### src/rtl/reg_write_encoder.sv
// Encodes one-hot register write requests into a regId stream with a valid/ready handshake
// and a one-hot grant back to the accepted source. Define WB_RR_ARB_EN for round-robin selection.
module reg_write_encoder #(
  parameter int NREG = 16,
  parameter int IDW  = $clog2(NREG)
) (
  input  logic            clk,
  input  logic            rst_n,
  input  logic [NREG-1:0] req,
  output logic            out_valid,
  input  logic            out_ready,
  output logic [IDW-1:0]  out_regid,
  output logic [NREG-1:0] grant
);

  typedef enum logic [0:0] {ST_IDLE = 1'b0, ST_HOLD = 1'b1} state_e;

  state_e          state_q;
  logic            out_valid_q;
  logic [IDW-1:0]  out_regid_q;
  logic            accept_s;
  logic [NREG-1:0] onehot_s;
  logic [NREG-1:0] cand_s;
  logic [IDW-1:0]  idle_start_s;
  logic [IDW-1:0]  hold_start_s;
  logic [IDW-1:0]  idle_sel_d;
  logic [IDW-1:0]  hold_sel_d;

  // First set bit of vec at or above start, wrapping modulo NREG.
  function automatic logic [IDW-1:0] pick(input logic [NREG-1:0] vec, input logic [IDW-1:0] start);
    logic [IDW-1:0] idx;
    logic           found;
    pick  = {IDW{1'b0}};
    found = 1'b0;
    for (int k = 0; k < NREG; k++) begin
      idx = start + IDW'(k);
      if (!found && vec[idx]) begin
        pick  = idx;
        found = 1'b1;
      end else begin
        found = found;
      end
    end
  endfunction

`ifdef WB_RR_ARB_EN
  logic [IDW-1:0] rr_ptr_q;
  logic [IDW-1:0] rr_ptr_d;

  assign rr_ptr_d     = out_regid_q + IDW'(1);
  assign idle_start_s = rr_ptr_q;
  assign hold_start_s = rr_ptr_d;

  // Round-robin pointer: one past the most recently accepted regId.
  always_ff @(posedge clk) begin
    if (!rst_n) begin
      rr_ptr_q <= {IDW{1'b0}};
    end else if (accept_s) begin
      rr_ptr_q <= rr_ptr_d;
    end else begin
      rr_ptr_q <= rr_ptr_q;
    end
  end
`else
  assign idle_start_s = {IDW{1'b0}};
  assign hold_start_s = {IDW{1'b0}};
`endif

  // Handshake, grant decode and candidate selection.
  always_comb begin
    accept_s   = out_valid_q & out_ready;
    onehot_s   = {{(NREG-1){1'b0}}, 1'b1} << out_regid_q;
    grant      = accept_s ? onehot_s : {NREG{1'b0}};
    // The granted source still shows req this cycle, so it must not win again now.
    cand_s     = req & ~grant;
    idle_sel_d = pick(req, idle_start_s);
    hold_sel_d = pick(cand_s, hold_start_s);
  end

  // Transfer FSM with registered valid and regId.
  always_ff @(posedge clk) begin
    if (!rst_n) begin
      state_q     <= ST_IDLE;
      out_valid_q <= 1'b0;
      out_regid_q <= {IDW{1'b0}};
    end else begin
      case (state_q)
        ST_IDLE: begin
          if (|req) begin
            out_regid_q <= idle_sel_d;
            out_valid_q <= 1'b1;
            state_q     <= ST_HOLD;
          end else begin
            out_valid_q <= 1'b0;
          end
        end
        ST_HOLD: begin
          if (accept_s && (|cand_s)) begin
            out_regid_q <= hold_sel_d;
          end else if (accept_s) begin
            out_valid_q <= 1'b0;
            state_q     <= ST_IDLE;
          end else begin
            out_valid_q <= 1'b1;
          end
        end
        default: begin
          out_valid_q <= 1'b0;
          state_q     <= ST_IDLE;
        end
      endcase
    end
  end

  assign out_valid = out_valid_q;
  assign out_regid = out_regid_q;

endmodule
### config.mk
export PLATFORM = sky130hd
export DESIGN_NAME = reg_write_encoder
export DESIGN_NICKNAME = d
export VERILOG_FILES = /design/src/rtl/reg_write_encoder.sv
export SDC_FILE = /design/constraint.sdc
export NUM_CORES = 1
export LEC_CHECK = 0
export ABC_AREA = 1
export BUFFER_PORTS_ARGS = -buffer_cell sky130_fd_sc_hd__buf_2
export CORE_ASPECT_RATIO = 0.6
export CORE_MARGIN = 2
export CORE_UTILIZATION = 40
export DETAILED_ROUTE_END_ITERATION = 12
export PLACE_DENSITY = 0.71
export SLEW_MARGIN = 20
export SYNTH_ARGS = -nofsm -noshare
export SYNTH_HDL_FRONTEND = slang
export SYNTH_SLANG_ARGS = --single-unit
### constraint.sdc
create_clock -name clk -period 2.6 [get_ports clk]
set_clock_uncertainty 0.2 [all_clocks]
set_input_delay 0.26 -clock clk [delete_from_list [all_inputs] [get_ports clk]]
set_output_delay 0.26 -clock clk [all_outputs]
set_load 0.01 [all_outputs]
**Word level (Yosys, flattened, before mapping)**

Cells that the tools add are included.

- Register bits: 6
- Input bits: 19
- Output and inout bits: 21
- Logic and storage cells: 145

- Eq/ne operators: 3
- Shift-type cells: 1
- Muxes and demuxes: 70
- Bitwise operators: 4
- Reductions and logical operators: 64

Operators by type and width:

| cell | number |
|---|---|
| $mux W4 | 18 |
| $mux W1 | 36 |
| $reduce_or A16 Y1 | 2 |
| $logic_and A1 B1 Y1 | 31 |
| $logic_not A1 Y1 | 30 |
| $mux W3 | 8 |
| $and A16 B16 Y16 | 1 |
| $mux W16 | 1 |
| $not A16 Y16 | 1 |
| $shl A1 B4 Y16 const A | 1 |
| $mux W2 | 4 |
| $pmux W4 S2 | 1 |
| $ne A2 B2 Y1 const B | 2 |
| $pmux W1 S2 | 2 |
| $ne A2 B1 Y1 const B | 1 |
| $reduce_and A2 Y1 | 1 |
| $and A1 B1 Y1 | 1 |
| $not A1 Y1 | 1 |

**Longest topological paths before layout**

Gate-level depths: netlist (run 1).

- Depth in word-level cells: 52
- Mapped depth: 15

**Least setup slack after synthesis (run 1)**

OpenSTA, ideal clock, no wires.

- Kind: register to register
- Start: reg out_regid_q[2] (netlist: out_regid[2])
- End: reg out_regid_q[3] (netlist: out_regid[3])
- Library setup time: 120 ps
- Arrival time: 1738 ps
- Required time: 2280 ps
- Slack: 542 ps
- Cell stages (with the launch flop): 12
- Buffers on the path: 1
- Clock period less this slack: 2058 ps
- Cell sequence: dfxtp_1 > buf_2 > nand3_1 > nor2_1 > o21ai_1 > or2_1 > nor2_2 > nand2_2 > nand2_1 > nand2_1 > o21ai_0 > a21oi_1

- Elaborated cells between the ends (all ways): 63
- Classes of those cells: eq/ne: 1; shift: 1; mux: 26; bitwise: 2; reduce/logical: 33

RTL lines:

| what | RTL line | text |
|---|---|---|
| from (decl) | 20 | `logic [IDW-1:0] out_regid_q;` |
| from (signal assigned) | 85 | `out_regid_q <= {IDW{1'b0}};` |
| from (signal assigned) | 90 | `out_regid_q <= idle_sel_d;` |
| from (signal assigned) | 99 | `out_regid_q <= hold_sel_d;` |
| $shl A1 B4 Y16 (*) | 72 | `onehot_s = {{(NREG-1){1'b0}}, 1'b1} << out_regid_q;` |
| $mux W16 (*) | 73 | `grant = accept_s ? onehot_s : {NREG{1'b0}};` |
| named net grant[15] | 13 | `output logic [NREG-1:0] grant` |
| $not A16 Y16 (*) | 75 | `cand_s = req & ~grant;` |
| $and A16 B16 Y16 (*) | 75 |  |
| $reduce_or A16 Y1 or $logic_and A1 B1 Y1 (tied branches) | 98, 37 |  |
| $logic_and A1 B1 Y1 or $mux W4 (tied branches) | 98, 37 |  |
| $ne A2 B1 Y1 (no line) or $mux W4 (tied branches) | n/a |  |
| $reduce_and A2 Y1 (no line) or $pmux W4 S2 (tied branches) | n/a |  |

The timed path passes the listed nets; every way through them passes the cells marked *. The select of a mux whose other input is x is not followed.
A chain may end at the register's enable or synchronous reset.

**Worst setup path after layout (run 1)**

- Start: reg out_regid_q[2] (netlist: out_regid[2])
- End: reg out_regid_q[3] (netlist: out_regid[3])

- Word-level cells in the longest chain between the ends: 52
- Elaborated cells between the ends (all ways): 63
- Classes of those cells: eq/ne: 1; shift: 1; mux: 26; bitwise: 2; reduce/logical: 33

RTL lines:

| what | RTL line | text |
|---|---|---|
| $shl A1 B4 Y16 (*) | 72 |  |
| $mux W16 (*) | 73 |  |
| $not A16 Y16 (*) | 75 |  |
| $and A16 B16 Y16 (*) | 75 |  |
| $mux W1 | 37 | `if (!found && vec[idx]) begin` |
| $logic_not A1 Y1 | 37 |  |
| $logic_and A1 B1 Y1 | 37 |  |
| $mux W1 | 37 |  |
| (+36 left out) | n/a |  |
| $logic_not A1 Y1 | 37 |  |
| $logic_and A1 B1 Y1 | 37 |  |
| $mux W1 | 37 |  |
| $logic_not A1 Y1 | 37 |  |
| $logic_and A1 B1 Y1 | 37 |  |
| $mux W4 | 37 |  |
| $mux W4 | 98 | `if (accept_s && (\|cand_s)) begin` |
| $pmux W4 S2 | 87 | `case (state_q)` |

Every way passes the cells marked *; elsewhere a longest branch is shown, timed or not. The select of a mux whose other input is x is not followed.

==> metrics.txt, run 1 <==
status complete, no violations; antenna violations before repair 0; critical-path cell list nand3_1, o21ai_0, o21ai_1, or2_1, nor2_2, nand2_2, nand2_1, nand2_1, o21ai_0, a21oi_1; WL per Instance 12.4 um; XOR/XNOR Fraction of Synth Area 0%; maxcap violations 0; Max Buffers Root-to-Sink 2; r2r worst-path depth 10; Slew Limit Fails 0; crit path DAT 2.25 ns; Post-Route WL 3360 um; gpl congestion 0.909; share of the synthesized area in the top cell type 14.0%; min cycle time layout 2.36 ns; Final Instance Area 1310 um^2; Die H 43.6 um; relative slew slack 73.8%; Seq/Total Area, Yosys 11.5%; Setup crit end kind register; Area growth, synth to finish 25.4%; row count 14; initial DRC count 169; commonest non-fill, non-tap cells in the layout nand2_1, buf_2, nor2_1; first-pass GRT wire length 5370 um; Post-CTS Hold Buffers 0; placed cells 269; Clk Latency, worst-skew pair 0.22 ns; postcts setup bufs 0; Initial Util 42.1%; die width 70.1 um; DR DRC count 0; Post-Syn Instances 200; largest net degree at the start of global routing 16; htree depth 1; Least-Margin Pin Slew 0.391 ns; Syn Nets 219; synth top area cells nand2_1, nor2_1, dfxtp_1; Critical Path RT 2.49 ns; CP Class reg2reg; hold depth 3; vias in the first global route 1161; Unique masters post-synth 28; slowest stage delay, CP 0.51 ns; peak supply drop 0.301 mV; #FFs+latches synth 6; layout cells sized above 1 25.8%; Antenna Nets Post-Route 0; Final Hold Viols 0; crit start category register; CP max FO 10; GRT Total Usage 22.6%; # diodes 0; Clock Tree Root clkbuf_8; total power 0.000403 W; final std cells w/o fill 272; mux cell area share after synthesis 0%; HP Class in2reg; main combinational cell family by area after synthesis simple AND/OR/NAND/NOR gates; clock transition at the registers of the reported paths 0.04 ns; synthesized area per cell 5.24 um^2; post-DR vias/cell 5.36; DP HPWL 2790 um; worst hold slack 0.108 ns; post-synth top area cell nand2_1; Fmax 424 MHz; core area 2490 um^2; Synth Warn # 0; DR vias 1459; Post-synth EDFFs 0; Clock Sinks 6; grt total ovfl 0; Pwr per Cell Area 307 nW/um^2; Post-Syn Area 1050 um^2; leakage power 0.696 nW; total CTS buffers 3; # IOs 40; period utilization 90.7%; async set-reset flop share out of synthesis 0%; post-synthesis adder-cell area fraction 0%; Compound-Gate Fraction of Synth Area 22.5%; Area after DPL 1270 um^2; DIE AREA 3060 um^2; top_reg_cell synth dfxtp_1; TritonCTS clock tree yes; RSZ-0062 raised after global routing no; setup_tns 0 ns; Final nets 261; post_cts resized 0; Pre-Repair DR Iteration Count 4; post-synthesis simple-gate area fraction 54.0%; count of final setup violators 0; slowest CP cell dfxtp_1; port bufs 39
==> critical path: cells and delay by family (launching register included) <==
family             cells  cell delay, ns
AOI/OAI and AO/OA      4            0.65
DFF                    1            0.51
and+or+nand+nor        6            0.87
==> where the power goes <==
| part | internal [W] | switching, W | total [W] |
|---|---|---|---|
| clock network | 0.0000992 | 0.0000374 | 0.000137 |
| logic | 0.0000525 | 0.0000986 | 0.000151 |
| registers | 0.000100 | 0.0000148 | 0.000115 |
| total | 0.000252 | 0.000151 | 0.000403 |
==> synthesized netlist by cell type (2+ instances only) <==
cell,n
nand2_1,39
nor2_1,37
inv_1,26
nand3_1,23
o21ai_0,10
a21oi_1,9
o21ai_1,9
dfxtp_1,6
inv_2,4
nand3_2,4
nand4_1,4
nor3_1,4
o211ai_1,3
a31oi_1,2
buf_2,2
nand2_2,2
nor2_2,2
nor2_4,2
o21ai_2,2
or2_2,2
==> sequential cells by signal, indices dropped and copies added (netlist names) <==
name,flops
state_q,1
out_regid,4
out_valid,1
==> logic make-up (layout without fill, tap and decap cells) <==
logic type,Yosys count,in the layout
buffers and inverters,33,73
AND/OR/NAND/NOR,122,122
flip-flops,6,6
AO/OA/AOI/OAI,39,39
==> worst paths after layout <==
kind	start	to	slack, ns
max	out_regid[2]	out_regid[3]	0.24
min	rst_n	out_regid[0]	0.11
max reg2reg	out_regid[2]	out_regid[3]	0.24
min reg2reg	out_regid[1]	out_regid[1]	0.41
==> per-stage QoR <==
stage	utilization (%)	setup slack, ns
floorplan	-	0.542
global placement	51.2	0.231
detailed placement	51.2	0.249
CTS	52.8	0.208
global route	52.8	0.0612
finish	52.8	0.243
==> per-layer routing <==
metal,global-route usage [%],routed length [um],vias to the layer above
met5,0,0,-
met4,6.92,18,0
met3,3.49,307,2
met2,30.1,1230,76
met1,36.4,1800,636
li1,-,-,745
==> area by class of cell <==
type                       count  area [um^2]
tap                           32         40.0
fill                         274         1170
clock buffer                   3         41.3
sequential                     6          120
inverter                      31          116
multi-input combinational    161          801
timing repair buffer          39          195
(Power assumes the default switching activity.)
==> run 2, diff against run 1 <==
BUFFER_PORTS_ARGS = not set   (was -buffer_cell sky130_fd_sc_hd__buf_2)
CORE_MARGIN = 8   (was 2)
CORE_UTILIZATION = 45   (was 40)
DONT_BUFFER_PORTS = 1   (was not set)
PLACE_DENSITY = 0.64   (was 0.71)
==> run 2 against run 1 <==
Net effect: largest power group is now clock; first-iteration DRC count is 57% lower; die area rose by 37%; power down 6.2%; cell count shrank 14%; global-route usage shrank 5.7 points; wire length increased by 5.9%; worst setup slack worse by 0.032 ns; worst hold slack got worse by 0.070 ns; register-to-register slack worse by 0.03 ns.
==> metrics.txt, run 2 (synthesis gave the netlist of run 1 again) <==
status complete, no violations (unchanged); # diodes 0 (unchanged); Setup crit end kind register (unchanged); Area growth, synth to finish 9.20% (was 25.4%); crit start category register (unchanged); Initial Util 48.0% (was 42.1%); Least-Margin Pin Slew 0.392 ns (was 0.391 ns); DP HPWL 3030 um (was 2790 um); relative slew slack 73.8% (about the same); vias in the first global route 1194 (was 1161); period utilization 91.9% (was 90.7%); Post-Route WL 3560 um (was 3360 um); Die H 53.4 um (was 43.6 um); clock transition at the registers of the reported paths 0.04 ns (about the same); peak supply drop 0.346 mV (was 0.301 mV); Antenna Nets Post-Route 0 (unchanged); largest net degree at the start of global routing 16 (unchanged); setup_tns 0 ns (unchanged); layout cells sized above 1 12.8% (was 25.8%); GRT Total Usage 17.0% (was 22.6%); most common cell after layout, fill and taps aside nand2_1; post-DR vias/cell 5.67 (was 5.36); min cycle time layout 2.39 ns (was 2.36 ns); grt total ovfl 0 (unchanged); Clock Tree Root clkbuf_8 (unchanged); Slew Limit Fails 0 (unchanged); count of final setup violators 0 (unchanged); DIE AREA 4180 um^2 (was 3060 um^2); htree depth 1 (unchanged); Max Buffers Root-to-Sink 2 (unchanged); Critical Path RT 2.49 ns (about the same); initial DRC count 72 (was 169); row count 13 (was 14); maxcap violations 0 (unchanged); Pwr per Cell Area 331 nW/um^2 (was 307 nW/um^2); DR DRC count 0 (unchanged); HP Class in2reg (unchanged); fillcell total 235 (was 274); DR vias 1321 (was 1459); Clock Sinks 6 (unchanged); first-pass GRT wire length 5720 um (was 5370 um); total power 0.000378 W (was 0.000403 W); Pre-Repair DR Iteration Count 4 (unchanged); max reg flops 4 (unchanged); die width 78.3 um (was 70.1 um); commonest non-fill, non-tap cells in the layout nand2_1, nor2_1, inv_1 (was nand2_1, buf_2, nor2_1); placed cells 229 (was 269); core area 2180 um^2 (was 2490 um^2); total CTS buffers 3 (unchanged); port bufs 0 (was 39); RSZ-0062 raised after global routing no (unchanged); postcts setup bufs 0 (unchanged); Final nets 224 (was 261); CP Class reg2reg (unchanged); antenna violations before repair 0 (unchanged); crit path DAT 2.28 ns (was 2.25 ns); CP max FO 8 (was 10); TritonCTS clock tree yes (unchanged); gpl congestion 0.946 (was 0.909); Final Hold Viols 0 (unchanged); WL per Instance 15.3 um (was 12.4 um); leakage power 0.522 nW (was 0.696 nW); Fmax 419 MHz (was 424 MHz); # IOs 40 (unchanged); Clk Latency, worst-skew pair 0.22 ns (about the same); final std cells w/o fill 233 (was 272)
[run 2: cell types whose count changed in the layout (fill, tap and decap cells not counted)]
cell | previous run | this run
buf_4 | 0 | 1
dfxtp_1 | 6 | 4
buf_2 | 39 | 0
nand3_4 | 0 | 1
nand3_2 | 4 | 3
o21ai_0 | 9 | 10
dlygate4sd3_1 | 0 | 1
dfxtp_2 | 0 | 2
o21ai_1 | 10 | 9
[run 2: final timing paths]
check	slack (ns)	depth (start not counted)	end	from
min reg2reg	0.37	2	out_regid[2]	out_regid[2]
max reg2reg	0.21	9	out_valid	out_regid[0]
min	0.04	2	out_regid[1]	rst_n
max	0.21	9	out_valid	out_regid[0]
[run 2: repair_timing]
item,CTS,global route
resized for setup,0,3
hold buffers,1,0
endpoints found under the setup margin,0,6
endpoints found under the hold margin,2,0
[run 2: metrics by stage]
step	cell area, um^2	setup WS, ns	hold WS, ns	utilization (%)
2_1_floorplan	1050	0.542	0.198	-
5_1_grt	1140	0.00450	0.0552	52.5
3_5_place_dp	1080	0.214	0.210	49.7
6_report	1140	0.211	0.0377	52.5
4_1_cts	1130	0.204	0.0368	52.0
3_3_place_gp	1080	0.171	0.209	49.7
[run 2: layer usage]
layer | global-route usage (%) | vias up | part of all wire (%)
li1 | - | 676 | -
met1 | 23.3 | 583 | 48
met2 | 25.7 | 60 | 42
met3 | 5.41 | 2 | 9.8
met4 | 2.13 | 0 | 0.42
met5 | 0 | - | 0
[run 2: cell type report]
| type | count | area, um^2 | share of cell area, % |
|---|---|---|---|
| Inverter | 31 | 116 | 10.2 |
| Tap cell | 30 | 37.5 | 3.28 |
| Timing Repair Buffer | 2 | 17.5 | 1.53 |
| Multi-Input combinational cell | 161 | 808 | 70.7 |
| Sequential cell | 6 | 123 | 10.7 |
| Clock buffer | 3 | 41.3 | 3.61 |
[run 2: worst max-delay path, stage by stage, from the launching register on]
cell and delay [ns]:
dfxtp_1 0.42, inv_2 0.15, nand3_1 0.20, o21ai_0 0.31, o21ai_1 0.15, or2_1 0.26, nor2_2 0.10, nand2_2 0.08
o21ai_0 0.26, a21oi_1 0.12
[run 2: where the power goes]
| part | switching [W] | leakage (nW) | internal [W] |
|---|---|---|---|
| Combinational | 0.0000786 | 0.450 | 0.0000387 |
| Clock | 0.0000404 | 0.0216 | 0.0000995 |
| Sequential | 0.0000198 | 0.0506 | 0.000101 |
